[src/rtl/mem_stage.sv]
// mem_stage: memory-access stage of the RISC-V-lite pipeline.
// Issues requests on a req/gnt/rvalid data-memory port, generates byte
// enables and replicated store data, aligns and extends load data, stalls
// the pipeline while an access is outstanding and registers MEM/WB values.
// Optional feature: define MEM_MISALIGN_TRAP_EN to trap misaligned accesses
// instead of silently masking the offset to natural alignment.
module mem_stage (
  input  logic        clk,
  input  logic        rst,
  input  logic        pipe_en,
  input  logic [6:0]  cwMEM,
  input  logic [31:0] ALUres,
  input  logic [31:0] Bout,
  input  logic [31:0] Rdest,
  input  logic [31:0] NPC4_IN,
  output logic        dmem_req,
  output logic        dmem_we,
  output logic [31:0] dmem_addr,
  output logic [3:0]  dmem_be,
  output logic [31:0] dmem_wdata,
  input  logic        dmem_gnt,
  input  logic        dmem_rvalid,
  input  logic [31:0] dmem_rdata,
  output logic        mem_stall,
  output logic        misalign_err,
  output logic [31:0] LMD,
  output logic [31:0] ALUout_WB,
  output logic [31:0] NPC4_WB,
  output logic [31:0] Rdest_WB,
  output logic [1:0]  cwWB
);

  localparam int N = 32;

  typedef enum logic [1:0] {
    S_IDLE = 2'd0,
    S_REQ  = 2'd1,
    S_WAIT = 2'd2
  } state_e;

  // Byte offset masked to the natural alignment of the access size.
  function automatic logic [1:0] nat_offset(input logic [1:0] size, input logic [1:0] a);
    case (size)
      2'b00:   return a;
      2'b01:   return {a[1], 1'b0};
      default: return 2'b00;
    endcase
  endfunction

  // Byte-lane enables for a (naturally aligned) offset.
  function automatic logic [3:0] gen_be(input logic [1:0] size, input logic [1:0] off);
    case (size)
      2'b00:   return 4'b0001 << off;
      2'b01:   return 4'b0011 << off;
      default: return 4'b1111;
    endcase
  endfunction

  // Store data replicated across all lanes so the enabled lane carries it.
  function automatic logic [N-1:0] gen_wdata(input logic [1:0] size, input logic [N-1:0] d);
    case (size)
      2'b00:   return {4{d[7:0]}};
      2'b01:   return {2{d[15:0]}};
      default: return d;
    endcase
  endfunction

  // Shift the addressed lane down, then sign- or zero-extend.
  function automatic logic [N-1:0] load_align(input logic [1:0] size, input logic uns,
                                               input logic [1:0] off, input logic [N-1:0] rd);
    logic [N-1:0] sh;
    sh = rd >> {off, 3'b000};
    case (size)
      2'b00:   return uns ? {24'h000000, sh[7:0]} : {{24{sh[7]}}, sh[7:0]};
      2'b01:   return uns ? {16'h0000, sh[15:0]} : {{16{sh[15]}}, sh[15:0]};
      default: return sh;
    endcase
  endfunction

`ifdef MEM_MISALIGN_TRAP_EN
  // Half needs addr[0]=0, word (and size 11) needs addr[1:0]=0.
  function automatic logic is_misaligned(input logic [1:0] size, input logic [1:0] a);
    case (size)
      2'b00:   return 1'b0;
      2'b01:   return a[0];
      default: return (a != 2'b00);
    endcase
  endfunction
`endif

  state_e state_q, state_d;

  // Decode of the incoming control word. A read wins over a write.
  logic [1:0] size_s, off_s;
  logic       access_s, load_s, store_s, misalign_s, issue_s;

  assign size_s   = cwMEM[4:3];
  assign access_s = cwMEM[6] | cwMEM[5];
  assign load_s   = cwMEM[6];
  assign store_s  = cwMEM[5] & ~cwMEM[6];
  assign off_s    = nat_offset(size_s, ALUres[1:0]);
`ifdef MEM_MISALIGN_TRAP_EN
  assign misalign_s = access_s & is_misaligned(size_s, ALUres[1:0]);
`else
  assign misalign_s = 1'b0;
`endif
  assign issue_s  = access_s & ~misalign_s;

  logic [N-1:0] addr_in_s, wdata_in_s;
  logic [3:0]   be_in_s;

  assign addr_in_s  = {ALUres[N-1:2], 2'b00};
  assign be_in_s    = gen_be(size_s, off_s);
  assign wdata_in_s = gen_wdata(size_s, Bout);

  // Access attributes and instruction payload captured when a request issues.
  logic         we_q, uns_q;
  logic [N-1:0] addr_q, wdata_q, alu_q, npc4_q, rdest_q;
  logic [3:0]   be_q;
  logic [1:0]   size_q, off_q, cwwb_q;
  logic         issue_en_s;

  assign issue_en_s = (state_q == S_IDLE) & issue_s;

  // Capture the request and instruction payload at issue.
  always_ff @(posedge clk or negedge rst) begin
    if (!rst) begin
      we_q    <= 1'b0;
      uns_q   <= 1'b0;
      addr_q  <= '0;
      wdata_q <= '0;
      alu_q   <= '0;
      npc4_q  <= '0;
      rdest_q <= '0;
      be_q    <= 4'b0000;
      size_q  <= 2'b00;
      off_q   <= 2'b00;
      cwwb_q  <= 2'b00;
    end else if (issue_en_s) begin
      we_q    <= store_s;
      uns_q   <= cwMEM[2];
      addr_q  <= addr_in_s;
      wdata_q <= wdata_in_s;
      alu_q   <= ALUres;
      npc4_q  <= NPC4_IN;
      rdest_q <= Rdest;
      be_q    <= be_in_s;
      size_q  <= size_s;
      off_q   <= off_s;
      cwwb_q  <= cwMEM[1:0];
    end
  end

  // FSM state register.
  always_ff @(posedge clk or negedge rst) begin
    if (!rst) begin
      state_q <= S_IDLE;
    end else begin
      state_q <= state_d;
    end
  end

  // FSM next-state logic.
  always_comb begin
    state_d = state_q;
    case (state_q)
      S_IDLE: begin
        if (issue_s) begin
          if (dmem_gnt) begin
            state_d = load_s ? S_WAIT : S_IDLE;
          end else begin
            state_d = S_REQ;
          end
        end else begin
          state_d = S_IDLE;
        end
      end
      S_REQ: begin
        if (dmem_gnt) begin
          state_d = we_q ? S_IDLE : S_WAIT;
        end else begin
          state_d = S_REQ;
        end
      end
      S_WAIT: begin
        if (dmem_rvalid) begin
          state_d = S_IDLE;
        end else begin
          state_d = S_WAIT;
        end
      end
      default: state_d = S_IDLE;
    endcase
  end

  logic wb_sel_latch_s, load_done_s;

  // FSM outputs: memory port, stall and write-back source selection.
  always_comb begin
    dmem_req       = 1'b0;
    dmem_we        = 1'b0;
    dmem_addr      = '0;
    dmem_be        = 4'b0000;
    dmem_wdata     = '0;
    mem_stall      = 1'b0;
    wb_sel_latch_s = 1'b0;
    load_done_s    = 1'b0;
    case (state_q)
      S_IDLE: begin
        if (issue_s) begin
          dmem_req   = 1'b1;
          dmem_we    = store_s;
          dmem_addr  = addr_in_s;
          dmem_be    = be_in_s;
          dmem_wdata = wdata_in_s;
          mem_stall  = ~(store_s & dmem_gnt);
        end else begin
          mem_stall  = 1'b0;
        end
      end
      S_REQ: begin
        dmem_req       = 1'b1;
        dmem_we        = we_q;
        dmem_addr      = addr_q;
        dmem_be        = be_q;
        dmem_wdata     = wdata_q;
        mem_stall      = ~(we_q & dmem_gnt);
        wb_sel_latch_s = 1'b1;
      end
      S_WAIT: begin
        mem_stall      = ~dmem_rvalid;
        load_done_s    = dmem_rvalid;
        wb_sel_latch_s = 1'b1;
      end
      default: begin
        mem_stall = 1'b0;
      end
    endcase
  end

  // MEM/WB next values: latched payload once an access has issued.
  logic         wb_en_s;
  logic [N-1:0] lmd_d, alu_wb_d, npc4_wb_d, rdest_wb_d;
  logic [1:0]   cwwb_wb_d;

  assign wb_en_s    = pipe_en & ~mem_stall;
  assign lmd_d      = load_done_s ? load_align(size_q, uns_q, off_q, dmem_rdata) : '0;
  assign alu_wb_d   = wb_sel_latch_s ? alu_q   : ALUres;
  assign npc4_wb_d  = wb_sel_latch_s ? npc4_q  : NPC4_IN;
  assign rdest_wb_d = wb_sel_latch_s ? rdest_q : Rdest;
  assign cwwb_wb_d  = wb_sel_latch_s ? cwwb_q  : {cwMEM[1] & ~misalign_s, cwMEM[0]};

  logic [N-1:0] lmd_q, alu_wb_q, npc4_wb_q, rdest_wb_q;
  logic [1:0]   cwwb_wb_q;

  // MEM/WB pipeline register, advanced when the stage is not stalled.
  always_ff @(posedge clk or negedge rst) begin
    if (!rst) begin
      lmd_q      <= '0;
      alu_wb_q   <= '0;
      npc4_wb_q  <= '0;
      rdest_wb_q <= '0;
      cwwb_wb_q  <= 2'b00;
    end else if (wb_en_s) begin
      lmd_q      <= lmd_d;
      alu_wb_q   <= alu_wb_d;
      npc4_wb_q  <= npc4_wb_d;
      rdest_wb_q <= rdest_wb_d;
      cwwb_wb_q  <= cwwb_wb_d;
    end
  end

`ifdef MEM_MISALIGN_TRAP_EN
  logic mis_wb_q;

  // Misalignment flag travels with its instruction into MEM/WB.
  always_ff @(posedge clk or negedge rst) begin
    if (!rst) begin
      mis_wb_q <= 1'b0;
    end else if (wb_en_s) begin
      mis_wb_q <= misalign_s & ~wb_sel_latch_s;
    end
  end

  assign misalign_err = mis_wb_q;
`else
  assign misalign_err = 1'b0;
`endif

  assign LMD       = lmd_q;
  assign ALUout_WB = alu_wb_q;
  assign NPC4_WB   = npc4_wb_q;
  assign Rdest_WB  = rdest_wb_q;
  assign cwWB      = cwwb_wb_q;

endmodule
[config.mk]
export PLATFORM = sky130hd
export DESIGN_NAME = mem_stage
export DESIGN_NICKNAME = d
export VERILOG_FILES = /design/src/rtl/mem_stage.sv
export SDC_FILE = /design/constraint.sdc
export NUM_CORES = 1
export LEC_CHECK = 0
export BUFFER_PORTS_ARGS = -buffer_cell sky130_fd_sc_hd__buf_2
export CAP_MARGIN = 20
export CELL_PAD_IN_SITES_DETAIL_PLACEMENT = 1
export CELL_PAD_IN_SITES_GLOBAL_PLACEMENT = 1
export CORE_ASPECT_RATIO = 1.4
export CORE_MARGIN = 2
export CORE_UTILIZATION = 39
export DETAILED_ROUTE_END_ITERATION = 16
export PLACE_DENSITY = 0.87
export SETUP_SLACK_MARGIN = 0.3
export SYNTH_ARGS = -nofsm -noshare
export SYNTH_HDL_FRONTEND = slang
export SYNTH_SLANG_ARGS = --single-unit
[constraint.sdc]
create_clock -name clk -period 2.3 [get_ports clk]
set_input_delay 0.23 -clock clk [delete_from_list [all_inputs] [get_ports clk]]
set_output_delay 0.23 -clock clk [all_outputs]
set_load 0.02 [all_outputs]
* After elaboration in Yosys (flattened, before gate mapping) *
Index checks and enable logic that the tools add are counted.

word-level totals
  output and inout bits = 202
  bits of input ports = 172
  logic and storage cells = 71
  register bits = 302

operators by class
  multiplexer cells = 32
  eq/ne operators = 4
  bitwise operators = 11
  reduce and logical (&&, ||, !) cells = 4
  shift operators = 3

operators with widths
  kind                                                 number
  two-way mux 32 bit                                   8
  case mux 32 bit (2 select lines)                     4
  >> shifter 32 x 5 -> 32 bit                          1
  case mux 4 bit (2 select lines)                      2
  two-way mux 2 bit                                    7
  equality test 2 x 1 -> 1 bit, second input constant  3
  zero test 2 bit                                      3
  case mux 2 bit (3 select lines)                      1
  bitwise AND 1 bit                                    5
  two-way mux 1 bit                                    5
  inverter 1 bit                                       5
  two-way mux 4 bit                                    1
  case mux 1 bit (2 select lines)                      2
  case mux 2 bit (2 select lines)                      1
  left shift 1 x 2 -> 4 bit, first input constant      1
  left shift 2 x 2 -> 4 bit, first input constant      1
  case mux 1 bit (3 select lines)                      1
  equality test 2 bit, second input constant           1
  OR reduction 2 bit                                   1
  OR 1 bit                                             1

* Logic depth before layout (Yosys ltp) *
  depth in word-level cells = 8
  gate-level depth with buffers = 9
  mapped depth without buffers = 6

* Least setup slack after synthesis *
OpenSTA, ideal clock, no wires.

  path kind = reg-to-reg
  start = register state_q[0]
  end = register lmd_q[16] (netlist: LMD[16])
  clock period less this slack = 1.961 ns
  setup time = 0.126 ns
  buffers on the path = 3
  data arrival time = 1.835 ns
  required time = 2.174 ns
  stages on the path, launching flop included = 10
  path slack = 0.339 ns
  path through = dfrtp_1 -> inv_1 -> ha_1 -> buf_4 -> nand2_1 -> a31oi_4 -> or2_4 -> buf_6 -> buf_6 -> a221o_1

between the ends
  longest elaborated chain between the ends = 4
  elaborated cells between the ends (all ways) = 8
  those cells by class = eq/ne: 2; mux: 3; bitwise: 2; reduce/logical: 1

RTL lines
  what                                         line  text
  start, declared                              91    state_e state_q, state_d;
  start signal, assigned                       159   state_q <= state_d;
  equality test 2 bit (tied with other cells)  208   case (state_q)
  case mux 1 bit (3 select lines)              208
  inverter 1 bit                               246   assign wb_en_s = pipe_en & ~mem_stall;
  bitwise AND 1 bit                            246
  end signal, assigned                         265   lmd_q <= lmd_d;
  end, declared                                253   logic [N-1:0] lmd_q, alu_wb_q, npc4_wb_q, rdest_wb_q;

Parallel ways exist; a longest one is shown, timed or not.
A chain may end at the register's enable or synchronous reset.

* Worst setup path in the final report *
  start = register state_q[0]
  end = register alu_wb_q[25] (netlist: ALUout_WB[25])

between the ends
  longest elaborated chain between the ends = 4
  elaborated cells between the ends (all ways) = 9
  those cells by class = eq/ne: 2; mux: 3; bitwise: 2; reduce/logical: 2

RTL lines
  what                                                                   line      text
  equality test 2 bit (tied with other cells)                            208
  case mux 1 bit (3 select lines) or OR reduction 2 bit (tied branches)  n/a
  inverter 1 bit or two-way mux 1 bit (tied branches)                    246, 208
  bitwise AND 1 bit or two-way mux 32 bit (tied branches)                246, 248
  end signal, assigned                                                   266       alu_wb_q <= alu_wb_d;
  end, declared                                                          253

Parallel ways exist; a longest one is shown, timed or not.

==> results_dict.tcl <==
set metrics [dict create \
    cp_num_cells 12 \
    core_area_um2 32500 \
    setup_viol 63 \
    synth_xor_area_share_pct 0 \
    cts_tree "built" \
    wire_per_inst_um 31.5 \
    multiInputGateArea_um2 7030 \
    drtIter0Drc 1187 \
    power_leakage_nw 11.0 \
    peakVddDrop_v 0.000909 \
    rsz0062_at_grt "yes" \
    avgSynthCellArea_um2 9.24 \
    ant_nets 0 \
    power_density_nw_per_um2 1560 \
    vias 15000 \
    syn_inst 1392 \
    final_common_cell "nand2_1" \
    grt_pass1_vias 16200 \
    violations "setup timing" \
    grt-ovfl-total 0 \
    synth_seq_area_share_pct 52.9 \
    synthMuxAreaShare_pct 10.6 \
    port_buffers 370 \
    ys_warn_count 0 \
    min_path_cells 4 \
    required_ns 2.71 \
    period_needed_ns 2.44 \
    syn-cell-area_um2 12900 \
    final-hold-violation-count 0 \
    antenna_found_initial 16 \
    cp.buffers_inverters 7 \
    max-slew-margin-rel_pct 50.1 \
    grtUsageTotal_pct 37.8 \
    ios 374 \
    crit_arrival_ns 2.85 \
    critPathCaptureType "flop" \
    cpMostUsedCell "buf_6" \
    ys_ff_latch 272 \
    cp_top_family "buffers and inverters" \
    synth_top_family_by_area "simple AND/OR/NAND/NOR gates" \
    synth_edf_count 0 \
    layout-drive-gt1-share_pct 43.0 \
    max_stage_delay_ns 0.43 \
    critPathLaunchType "flop" \
    tightest_slew_ns 0.745 \
    die_w_um 158 \
    final_nets 2154 \
    drt_wl_total_mm 77.4 \
    vias_per_cell 6.12 \
    placementRows 78 \
    yosys.area_share.simple_pct 16.4 \
    dp_hpwl_mm 32.0 \
    final_area_um2 21500 \
    place_ws_ns 0.141 \
    drc_errors 0 \
    fin_skew_ns 0.0212 \
    grt_pass1_wl_mm 98.0 \
    synth.distinct_cells 44 \
    ys.flop_type "dfrtp_1" \
    synth_compound_area_share_pct 16.0 \
    final_cell_mix "nand2_1, buf_2, dfrtp_1" \
    place_congestion 0.848 \
    fillers 3378 \
    critPathMaxFanout 24 \
    finalCritPeriodShare_pct 106 \
    post_dp_cell_area_um2 15400 \
    dp_cells 2145 \
    hp-class "in -> reg" \
    cts_made_buffers 28 \
    clkTransAtPathRegs_ns 0.08 \
    dieArea_um2 34500 \
    grt_max_degree 64 \
    start_util_pct 39.6 \
    finalNonFillerCells 2452 \
    slew_viol_final 0 \
    synthAdderAreaFrac_pct 0.389 \
    rr_worst_depth 12 \
    first_pass_iters 7 \
    outcome "finished, violations left" \
    fmax_mhz 410 \
    area_delta_synth_final_pct 67.1 \
    ff_latch_area_um2 6810 \
    clockBufferDepth 3 \
    cp_slowest_cell "o21ai_0" \
    total_power_mw 33.5 \
    critical_path_class "reg -> reg" \
    crit_chain "inv_2 -> ha_4 -> buf_6 -> a21oi_4 -> buf_6 -> o31ai_4 -> buf_6 -> buf_12 -> buf_4 -> buf_6 -> o21ai_0 -> o21ai_2" \
    cts_root_buf "clkbuf_16" \
    setup_ws_ns -0.141 \
    ctsHtreeMaxLevel 1 \
    ys_async_sr_fraction_pct 100 \
    worstSkewPairLatency_ns 0.57 \
    die_h_um 219 \
    cap_violations 0 \
    cts_sinks 272 \
]
==> power breakdown <==
part           total [mW]  internal (mW)  leakage [nW]  switching, mW
sequential           8.82           6.93          3.41           1.89
combinational        19.6           8.10          7.10           11.5
clock                5.06           2.85         0.476           2.21
==> path summary, 6_finish.rpt <==
path,from,endpoint,slack [ns]
setup / recovery,state_q[0],ALUout_WB[25],-0.14
hold / removal,ALUres[30],alu_q[30],0.03
setup reg to reg,state_q[0],ALUout_WB[25],-0.14
hold reg to reg,npc4_q[9],npc4_q[9],0.49
max in group asynchronous,rst,cwWB[1],1.25
min in group asynchronous,rst,alu_q[16],0.20
==> area by class of cell <==
cell class,instances,area share (%)
Timing Repair Buffer,658,28.4
Multi-Input combinational cell,1015,32.7
Tap cell,440,2.56
Clock buffer,43,3.90
Sequential cell,272,31.7
Clock inverter,9,0.576
Antenna cell,12,0.140
Inverter,3,0.0524
==> per-stage QoR <==
step | TNS (ns) | util (%) | hold slack, ns
6_report | -3.17 | 66.2 | 0.0309
2_1_floorplan | 0 | - | -0.0656
5_1_grt | -7.34 | 66.1 | 0.0336
3_3_place_gp | 0 | 47.4 | 0.200
4_1_cts | 0 | 61.2 | 0.00204
3_5_place_dp | 0 | 47.4 | 0.207
==> worst register-to-register path: stages (launching register included) <==
cell,delay [ns]
dfrtp_1,0.38
inv_2,0.07
ha_4,0.18
buf_6,0.13
a21oi_4,0.18
buf_6,0.13
o31ai_4,0.06
buf_6,0.13
buf_12,0.12
buf_4,0.16
buf_6,0.18
o21ai_0,0.44
o21ai_2,0.13
==> sequential cells by signal, summed over array words and instances (netlist names), 4 cells and up <==
signal / cells
wdata_q: 32
be_q: 4
NPC4_WB: 32
Rdest_WB: 32
rdest_q: 32
LMD: 32
npc4_q: 32
ALUout_WB: 32
alu_q: 32
==> cells by family (layout without fill, tap and decap cells) <==
logic type | Yosys count | after routing
AO/OA/AOI/OAI | 338 | 340
flip-flops | 272 | 272
buffers and inverters | 109 | 713
adder cells (fa/ha/maj) | 4 | 4
AND/OR/NAND/NOR | 534 | 534
other | 1 | 15
multiplexers | 134 | 134
==> routing by layer <==
layer  part of all wire (%)  vias to the layer above  wire length, um  track usage [%]
met5                  0.053                        -               41                0
met4                     10                        6             8060             27.8
met3                    7.3                      511             5620             8.91
met2                     50                     1089            38800             66.7
met1                     32                     7468            24800             38.8
li1                       -                     5923                -                -
==> what timing repair did <==
item                                   CTS  global route
setup buffers                           82            20
setup endpoints to repair              182           289
pin swaps                               80           121
cloned                                  29            17
hold buffers                            95             0
resized for setup                      351           347
endpoints found under the hold margin  197             0
==> synthesized netlist by cell type (2+ instances only) <==
| cell | n | area share, % |
|---|---|---|
| o21ai_1 | 8 | 0.31 |
| nand2_1 | 487 | 14 |
| or2_2 | 2 | 0.097 |
| a21oi_1 | 11 | 0.43 |
| a211o_1 | 7 | 0.48 |
| clkbuf_1 | 63 | 1.8 |
| dfrtp_1 | 272 | 53 |
| buf_4 | 4 | 0.23 |
| a221o_1 | 7 | 0.54 |
| mux2_2 | 3 | 0.26 |
| clkbuf_2 | 6 | 0.23 |
| buf_6 | 3 | 0.26 |
| inv_1 | 3 | 0.088 |
| o21a_1 | 2 | 0.12 |
| buf_1 | 15 | 0.44 |
| buf_2 | 15 | 0.58 |
| nor3b_2 | 2 | 0.19 |
| mux2i_1 | 130 | 10 |
| a32o_1 | 7 | 0.54 |
| nor2b_1 | 10 | 0.49 |
| a21o_1 | 46 | 2.7 |
| o21ai_0 | 218 | 8.5 |
| ha_1 | 4 | 0.39 |
| o2bb2ai_1 | 6 | 0.41 |
| nor4_1 | 7 | 0.34 |
| nor2_1 | 13 | 0.38 |
| nand2b_1 | 6 | 0.29 |
| a22o_1 | 19 | 1.3 |
(Power assumes the default switching activity.)
